==> config.mk <==
export PLATFORM = sky130hd
export DESIGN_NAME = line_assembler
export DESIGN_NICKNAME = d
export VERILOG_FILES = /design/src/rtl/line_assembler_pkg.sv /design/src/rtl/line_assembler.sv
export SDC_FILE = /design/constraint.sdc
export NUM_CORES = 1
export LEC_CHECK = 0
export CAP_MARGIN = 20
export CORE_MARGIN = 5
export CORE_UTILIZATION = 55
export CTS_CLUSTER_SIZE = 40
export DETAILED_ROUTE_END_ITERATION = 8
export MAX_ROUTING_LAYER = met4
export PLACE_DENSITY = 0.92
export SKIP_CTS_REPAIR_TIMING = 1
export SLEW_MARGIN = 5
export SYNTH_ARGS = -nofsm -noshare
export SYNTH_HDL_FRONTEND = slang
export SYNTH_SLANG_ARGS = --single-unit
==> constraint.sdc <==
create_clock -name clk -period 5.9 [get_ports clk]
set_input_delay 0.59 -clock clk [delete_from_list [all_inputs] [get_ports clk]]
set_output_delay 0.59 -clock clk [all_outputs]
set_load 0.05 [all_outputs]
==> src/rtl/line_assembler_pkg.sv <==
// Shared constants for the UART line assembler and its consumers:
// ASCII control codes and the assembler state encoding.
package line_assembler_pkg;

  localparam logic [7:0] ASCII_LF = 8'h0A;
  localparam logic [7:0] ASCII_CR = 8'h0D;
  localparam logic [7:0] ASCII_BS = 8'h08;

  localparam logic [1:0] ST_COLLECT = 2'd0;
  localparam logic [1:0] ST_DISCARD = 2'd1;
  localparam logic [1:0] ST_HOLD    = 2'd2;

endpackage

==> src/rtl/line_assembler.sv <==
// Collects UART bytes into an edited line (BS/CR handling) and holds the
// completed line, packed MSB-first, until the consumer acknowledges it.
module line_assembler
  import line_assembler_pkg::*;
#(
  parameter int MAX_LEN = 32,
  parameter int LEN_W   = 6
) (
  input  logic                 clk,
  input  logic                 rst,
  input  logic                 rx_vld,
  input  logic [7:0]           rx_data,
  output logic [MAX_LEN*8-1:0] line_data,
  output logic [LEN_W-1:0]     line_len,
  output logic                 line_vld,
  input  logic                 line_ack,
  output logic                 overflow,
  output logic                 dropped
);

  localparam int IDX_W = (MAX_LEN > 1) ? $clog2(MAX_LEN) : 1;
  localparam logic [LEN_W-1:0] LAST = LEN_W'(MAX_LEN - 1);

  logic [1:0]       state_q, state_d;
  logic [7:0]       lbuf_q [MAX_LEN];
  logic [7:0]       lbuf_d [MAX_LEN];
  logic [LEN_W-1:0] count_q, count_d;
  logic [LEN_W-1:0] len_q, len_d;
  logic             ovf_q, ovf_d;
  logic             drop_q, drop_d;
  logic [LEN_W-1:0] cnt_m1;

  assign cnt_m1 = count_q - 1'b1;

  always_comb begin
    state_d = state_q;
    count_d = count_q;
    len_d   = len_q;
    ovf_d   = 1'b0;
    drop_d  = 1'b0;
    for (int i = 0; i < MAX_LEN; i++) lbuf_d[i] = lbuf_q[i];

    case (state_q)
      ST_COLLECT: begin
        if (rx_vld) begin
          if (rx_data == ASCII_CR) begin
            state_d = ST_COLLECT;
          end else if (rx_data == ASCII_BS) begin
            if (count_q != '0) begin
              lbuf_d[cnt_m1[IDX_W-1:0]] = 8'h00;
              count_d = cnt_m1;
            end
          end else if (rx_data == ASCII_LF) begin
            if (count_q != '0) begin
              lbuf_d[count_q[IDX_W-1:0]] = ASCII_LF;
              len_d   = count_q + 1'b1;
              state_d = ST_HOLD;
            end
          end else if (count_q == LAST) begin
            // No room left for the terminator: drop the whole line.
            for (int i = 0; i < MAX_LEN; i++) lbuf_d[i] = 8'h00;
            count_d = '0;
            state_d = ST_DISCARD;
          end else begin
            lbuf_d[count_q[IDX_W-1:0]] = rx_data;
            count_d = count_q + 1'b1;
          end
        end
      end
      ST_DISCARD: begin
        if (rx_vld && rx_data == ASCII_LF) begin
          ovf_d   = 1'b1;
          state_d = ST_COLLECT;
        end
      end
      ST_HOLD: begin
        drop_d = rx_vld;
        if (line_ack) begin
          for (int i = 0; i < MAX_LEN; i++) lbuf_d[i] = 8'h00;
          count_d = '0;
          len_d   = '0;
          state_d = ST_COLLECT;
        end
      end
      default: state_d = ST_COLLECT;
    endcase
  end

  always_ff @(posedge clk or negedge rst) begin
    if (!rst) begin
      state_q <= ST_COLLECT;
      count_q <= '0;
      len_q   <= '0;
      ovf_q   <= 1'b0;
      drop_q  <= 1'b0;
      for (int i = 0; i < MAX_LEN; i++) lbuf_q[i] <= 8'h00;
    end else begin
      state_q <= state_d;
      count_q <= count_d;
      len_q   <= len_d;
      ovf_q   <= ovf_d;
      drop_q  <= drop_d;
      for (int i = 0; i < MAX_LEN; i++) lbuf_q[i] <= lbuf_d[i];
    end
  end

  // First received byte lands in the most significant byte.
  for (genvar k = 0; k < MAX_LEN; k++) begin : g_pack
    assign line_data[(MAX_LEN-1-k)*8 +: 8] = lbuf_q[k];
  end

  assign line_len = len_q;
  assign line_vld = (state_q == ST_HOLD);
  assign overflow = ovf_q;
  assign dropped  = drop_q;

endmodule

# After elaboration in Yosys (flattened, before gate mapping)
# Cells that the tools add are included.
# totals
regBits,272
in_bits,12
word_cells,119
# classes
add_sub_neg,2
order_cmp,4
n_eq_ne,19
mux,40
bitwise,7
n_reduce_logical,10
# op_table
operator,n
256-bit 2-to-1 mux,8
256-bit case mux with 2 select lines,1
256-bit bitwise AND,1
256-bit bitwise mux,1
256-bit inverter,1
192-bit bitwise AND,1
192-bit inverter,1
8-bit demux with 5-bit select,2
6-bit 2-to-1 mux,12
64-bit OR,1
"8-bit by 4-bit equality test with 1-bit output, second input constant",3
6-bit case mux with 2 select lines,2
6-bit AND reduction,3
2-bit 2-to-1 mux,8
8-bit 2-to-1 mux,2
"6-bit greater-or-equal comparator, second input constant",2
"6-bit by 1-bit < comparator with 1-bit output, second input constant",2
"2-bit != test, second input constant",6
"3-bit != test, second input constant",4
5-bit inverter with 6-bit output,2
"4-bit != test, second input constant",2
7-bit AND reduction,1
"6-bit by 1-bit adder with 6-bit output, second input constant",1
"6-bit by 5-bit equality test with 1-bit output, second input constant",1
10 further kinds,14

# Depth between registers and ports, before layout
# Gate-level depths: netlist of the first run.
# logic_depth
ltp_word,13
mapped_depth,11
depth_no_buf,8

# Worst setup path after synthesis of the first run
# Ideal clock, no wire load.
# synth_timing
path_kind,flip-flop to flip-flop
startpoint,reg count_q[0]
endpoint,"reg lbuf_q, in the netlist line_data[23]"
setup_ps,82
arrival_time_ps,2712
required_ps,5818
slack_ps,3106
stages_incl_launch_ff,12
path_buffers,3
path_cell_list,dfrtp_1 clkbuf_1 inv_1 ha_1 buf_2 or4b_1 nor4_2 o2bb2ai_2 buf_2 a21oi_1 o21ai_1 o2bb2ai_1
# synth_between
elab_chain_cells,13
elab_cells_between_ends,31
classes_between,add/sub: 1; order compare: 4; eq/ne: 3; mux: 13; bitwise: 6; reduce/logical: 4
# synth_lines
element,line_no,source
from (decl),line_assembler.sv:27,"logic [LEN_W-1:0] count_q, count_d;"
from (signal assigned),line_assembler.sv:99,count_q <= count_d;
6-bit by 1-bit subtractor with 6-bit output or 5-bit inverter with 6-bit output (tied branches),"line_assembler.sv:33, line_assembler.sv:55, line_assembler.sv:65",
5-bit inverter with 6-bit output (not written as such) (tied with other cells),line_assembler.sv:50,lbuf_d[cnt_m1[IDX_W-1:0]] = 8'h00;
6-bit greater-or-equal comparator (not written as such) (tied with other cells),line_assembler.sv:50,
1-bit logical AND (not written as such) or 8-bit 2-to-1 mux (tied branches),"line_assembler.sv:50, line_assembler.sv:55, line_assembler.sv:65",
8-bit 2-to-1 mux (not written as such) or 8-bit demux with 5-bit select (tied branches),"line_assembler.sv:50, line_assembler.sv:55, line_assembler.sv:65",
8-bit demux with 5-bit select or 192-bit inverter (tied branches),--,
256-bit inverter (no source line) or 192-bit bitwise AND (tied branches),--,
256-bit bitwise AND (no source line) or 256-bit 2-to-1 mux (tied branches),--,
256-bit 2-to-1 mux (on tied branches),"line_assembler.sv:49, line_assembler.sv:53",
256-bit 2-to-1 mux,line_assembler.sv:48,end else if (rx_data == ASCII_BS) begin
256-bit 2-to-1 mux,line_assembler.sv:46,if (rx_data == ASCII_CR) begin
256-bit 2-to-1 mux,line_assembler.sv:45,if (rx_vld) begin
256-bit case mux with 2 select lines,line_assembler.sv:43,case (state_q)
to (decl),line_assembler.sv:25,logic [7:0] lbuf_q [MAX_LEN];
# Parallel ways exist; a longest one is shown, timed or not. The select of a mux whose other input is x is not followed.
# A chain may end at the register's enable or synchronous reset.

# Final worst setup path of the first run
# layout_timing
startpoint,reg count_q[0]
endpoint,"reg lbuf_q, in the netlist line_data[54]"
# The elaborated chain is that of the path after synthesis.

==> reports/qor.csv, run 1 <==
metric;value;unit
clockBufferDepth;3;
p_leak;6.50;nW
reg2reg_depth;8;
grt_max_degree;140;
end_kind;flop;
drt-total-wl;42.6;mm
synth_top_area_cell;dfrtp_1;
grt-ovfl-total;0;
slowest_delay;0.78;ns
crit_required;6.31;ns
synthesis.nets;1145;
clk_latency;0.54;ns
grt_pass1_vias;11300;
status;finished, final reports clean;
syn_avg_cell_area;10.9;sq um
syn_inst;1126;
dp_slack;1.74;ns
hold_viol;0;
ys_warn_count;0;
cellPowerDensity;663;nW/um^2
clockRootBuffer;clkbuf_16;
n_antenna_cell;0;
synth_top_flop_cell;dfrtp_1;
vias_per_cell;6.68;
area_growth;31.0;%
wl_per_cell;25.6;microns
firstDrtPassIters;7;
nets;1384;
drc;0;
slew_viol_final;0;
cp_top_family;simple AND/OR/NAND/NOR gates;
hpwl;29.1;mm
rsz0062_at_grt;false;
hold_slack;0.105;ns
die_h;159;microns
worst_pin_slew;1.16;ns
max_cap_viol_count;0;
postRouteAntennaNets;0;
cts_made_buffers;27;
netlist_top_cells_count;dfrtp_1 (272), o2bb2ai_1 (162), nand2_1 (109), o21ai_0 (100), clkbuf_1 (49);
crit_buf_inv;2;
core_area;21900;sq um
grt_pass1_wl;66.8;mm
antenna_found_initial;0;
synth_top_area_share;0.556;
async_flop_share;1.00;
synth_area_leaders;dfrtp_1 (56%), o2bb2ai_1 (12%), o21ai_0 (4.1%);
htree_levels;1;
timing.final.crit_share;0.730;
cp_cell_sequence;inv_1 > ha_1 > or4b_1 > o41a_1 > nand3_1 > buf_4 > a2bb2oi_1 > o21ai_0;
design_power_total;10.6;mW
clock_sinks;272;
holdCritPathClass;input port to asynchronous set/reset pin;
cts_tree;built;
fmax;232;MHz
relSlewSlack;0.221;
critPathLaunchType;flop;
synth_seq_area_share;0.556;
synth-edff-count;0;
peakVddDrop;0.463;mV
clock_skew;0.0123;ns
port-buffer-count;276;
dp.cells;1615;
worst-setup-path-type;flop to flop;
synth_most_common_cell;dfrtp_1;
final_util;0.732;
num_vias;11100;
drtIter0Drc;1427;
io_pins;277;
place_area;15200;sq um
drive_gt1_frac;0.0738;
cpMaxStageDelayCell;or4b_1;
yosysUniqueCellTypes;82;
die_area;25300;sq um
syn-cell-area;12200;sq um
dieWidth;159;microns
synth-seq-cells;272;
cp.arrival;4.72;ns
crit_fanout;22;
fin_area;16000;sq um
start_util;0.559;
path_clk_slew;0.06;ns
layout_min_cycle_time;4.31;ns
final_cells;1662;
setup_viol;0;
fin_ws;1.59;ns
finalSetupTns;0;ns
grt_usage;0.336;
path_depth;8;
num_rows;54;
gp_congestion;0.993;
power by group:
part	total [mW]	internal [mW]	switching [mW]
clock	1.68	0.954	0.724
sequential	3.13	2.57	0.561
combinational	5.81	1.84	3.97
metal layers:
| layer | vias to the layer above | share of wire | wire [microns] | global-route usage |
|---|---|---|---|---|
| met4 | 0 | 0.034 | 1430 | 0.109 |
| met1 | 5509 | 0.39 | 16500 | 0.434 |
| met3 | 126 | 0.11 | 4750 | 0.0984 |
| met2 | 725 | 0.47 | 19900 | 0.515 |
| met5 | - | 0 | 0 | - |
| li1 | 4742 | - | - | - |
kinds of logic (layout without fill, tap and decap cells):
family,count (synthesis),in the layout,share of synthesized area
adder cells (fa/ha/maj),7,7,0.00716
buffers and inverters,97,353,0.0330
multiplexers,4,4,0.00358
AO/OA/AOI/OAI,440,440,0.274
flip-flops,272,272,0.556
AND/OR/NAND/NOR,302,302,0.123
XOR/XNOR,4,4,0.00286
layout by cell type (no fill, tap or decap), types with 4 or more instances in the layout:
cell / count
nor2_1: 47
nor3b_1: 5
o31ai_1: 11
buf_4: 15
and2_1: 4
nand4_1: 7
nand2b_1: 9
inv_1: 12
o2bb2ai_1: 162
a21oi_1: 37
a32o_1: 5
and3_1: 5
clkbuf_16: 27
a31oi_1: 6
o221a_2: 6
a32oi_1: 5
or4_1: 4
nand3_1: 42
clkinvlp_4: 4
clkdlybuf4s50_1: 275
o21ai_1: 13
ha_1: 7
a2bb2oi_1: 8
nor2b_1: 19
o21ai_0: 100
clkbuf_8: 6
dfrtp_1: 272
a21o_1: 5
a22o_1: 27
nor3_1: 24
nand2_1: 109
clkinv_2: 5
o211ai_1: 12
flip-flops by register name, indices dropped and copies added (netlist names):
| name | flops |
|---|---|
| state_q | 2 |
| overflow | 1 |
| line_data | 256 |
| count_q | 6 |
| dropped | 1 |
| line_len | 6 |
worst reg2reg max path, delay by kind of cell, from the launching register on:
| kind | cells | cell delay (ns) |
|---|---|---|
| compound gates | 3 | 0.99 |
| fa+ha+maj | 1 | 0.42 |
| buf+inv | 2 | 0.71 |
| flops | 1 | 0.56 |
| simple gates | 2 | 1.48 |
layout make-up:
type	count	area, sq um
multi-input combinational	757	5030
clock buffer	35	766
clock inverter	11	93.8
fill	1457	5870
tap	280	350
timing repair buffer	294	2930
sequential	272	6810
inverter	13	48.8
final timing paths:
check	startpoint	end	slack [ns]
min in group clk	line_len[2]	line_len[2]	0.48
worst max register to register	count_q[0]	line_data[54]	1.59
worst min-delay path	rst	line_data[92]	0.10
worst min register to register	line_len[2]	line_len[2]	0.48
worst max-delay path	count_q[0]	line_data[54]	1.59
max in group asynchronous	rst	line_data[21]	4.55
(Power assumes the default switching activity.)
==> run 2: changes to the inputs <==
- CORE_UTILIZATION: 55 -> 51
- PLACE_DENSITY: 0.92 -> 0.87
- clock period: 5.9 -> 4.4 ns (I/O delays scaled with it)
==> reports/qor.csv, run 2 (synthesis results as in run 1) <==
metric;value;unit
ff_latch_area;6810;sq um
cp_cell_sequence;inv_1 > ha_1 > or4b_1 > nor4_2 > o2bb2ai_2 > buf_4 > a21oi_1 > o21ai_1 > o2bb2ai_1;
path_clk_slew;0.07;ns
multiInputGateArea;5030;sq um
wl_per_cell;25.4;microns
p_leak;6.58;nW
worst_pin_slew;0.981;ns
nets;1397;
max_cap_viol_count;0;
drtIter0Drc;1395;
drt-total-wl;43.5;mm
grt-ovfl-total;0;
reg2reg_to;line_data[111];
fin_area;16200;sq um
num_rows;56;
critPathLaunchType;flop;
cpMaxStageDelayCell;or4b_1;
crit_required;4.87;ns
cellPowerDensity;890;nW/um^2
firstDrtPassIters;6;
hold_viol;49;
antenna_found_initial;0;
grt_usage;0.327;
setup_viol;0;
finalSetupTns;0;ns
grt_pass1_wl;67.0;mm
reg2reg_depth;9;
rrSetupSlack;0.69;ns
timing.final.crit_share;0.844;
vias_per_cell;6.49;
clock_sinks;272;
slowest_delay;0.75;ns
io_pins;277;
clk_latency;0.55;ns
port-buffer-count;276;
cp.arrival;4.18;ns
clockRootBuffer;clkbuf_16;
num_vias;11100;
cts_made_buffers;28;
die_h;165;microns
largest_reg_flops;256;
final_util;0.688;
crit_buf_inv;2;
gp_congestion;0.982;
place_area;15300;sq um
area_growth;32.5;%
core_area;23500;sq um
violations;hold timing;
dieWidth;165;microns
htree_levels;1;
n_antenna_cell;0;
grt_max_degree;111;
peakVddDrop;0.649;mV
die_area;27200;sq um
r2r_start;count_q[0];
final_cell_mix;clkdlybuf4s50_1 (275), dfrtp_1 (272), o2bb2ai_1 (162), nand2_1 (109), o21ai_0 (100);
rsz0062_at_grt;false;
cts_tree;built;
worst-setup-path-type;flop to flop;
grt_pass1_vias;11200;
drc;0;
fmax;269;MHz
layout.cells.most_common;clkdlybuf4s50_1;
clock_skew;0.0187;ns
clockBufferDepth;3;
status;finished with violations;
cp_top_family;simple AND/OR/NAND/NOR gates;
crit_fanout;18;
hpwl;29.9;mm
layout_min_cycle_time;3.71;ns
drive_gt1_frac;0.0795;
postRouteAntennaNets;0;
fill_cells;1710;
holdCritPathClass;input port to asynchronous set/reset pin;
hold_slack;-0.0759;ns
relSlewSlack;0.342;
start_util;0.520;
slew_viol_final;0;
end_kind;flop;
run 2: changes by cell type in the layout (fill, tap and decap cells not counted):
cell,before,now
clkinv_2,5,2
buf_4,15,29
inv_8,0,1
clkbuf_1,2,8
buf_6,1,0
clkinv_8,0,1
clkbuf_16,27,28
clkinvlp_4,4,1
buf_8,2,1
clkbuf_8,6,5
bufinv_16,1,2
run 2: how the worst max path moves through the flow:
| stage | from | to | slack (ns) | depth (start not counted) |
|---|---|---|---|---|
| after floorplan | count_q[0] | line_data[23] | 1.61 | 11 |
| after global placement | rx_data[5] | line_data[197] | 0.85 | 7 |
| after detailed placement | count_q[0] | line_data[110] | 0.75 | 9 |
| after CTS | count_q[0] | line_data[34] | 0.73 | 9 |
| after global routing | count_q[0] | line_data[88] | 0.48 | 9 |
| final | count_q[0] | line_data[111] | 0.69 | 9 |
run 2: layout make-up:
cell class,count,share of cell area
Sequential cell,272,0.420
Multi-Input combinational cell,757,0.311
Timing Repair Buffer,306,0.185
Clock buffer,41,0.0493
Tap cell,319,0.0246
Clock inverter,8,0.00703
Inverter,13,0.00301
run 2: per-stage QoR:
stage / hold slack [ns] / setup WS, ns / total power [mW] / cells
3_5_place_dp: 0.470 / 0.754 / 11.9 / 1667
3_3_place_gp: 0.460 / 0.850 / 11.8 / 1667
2_1_floorplan: 0.144 / 1.61 / 9.10 / 1126
4_1_cts: -0.00919 / 0.734 / 14.4 / 1716
6_report: -0.0759 / 0.687 / 14.4 / 1716
5_1_grt: 0.0140 / 0.485 / 14.9 / 1716
run 2: metal layers:
layer | up-vias | GRT usage | part of all wire | wire length [microns]
met4 | 0 | 0.0896 | 0.028 | 1240
met1 | 5570 | 0.451 | 0.41 | 17900
li1 | 4757 | - | - | -
met3 | 121 | 0.0724 | 0.099 | 4330
met2 | 694 | 0.494 | 0.46 | 20100
met5 | - | - | 0 | 0
run 2: where the power goes:
group | leakage [nW] | switching (mW) | internal [mW]
sequential | 3.61 | 0.735 | 3.45
clock | 0.444 | 0.997 | 1.38
combinational | 2.53 | 5.38 | 2.48
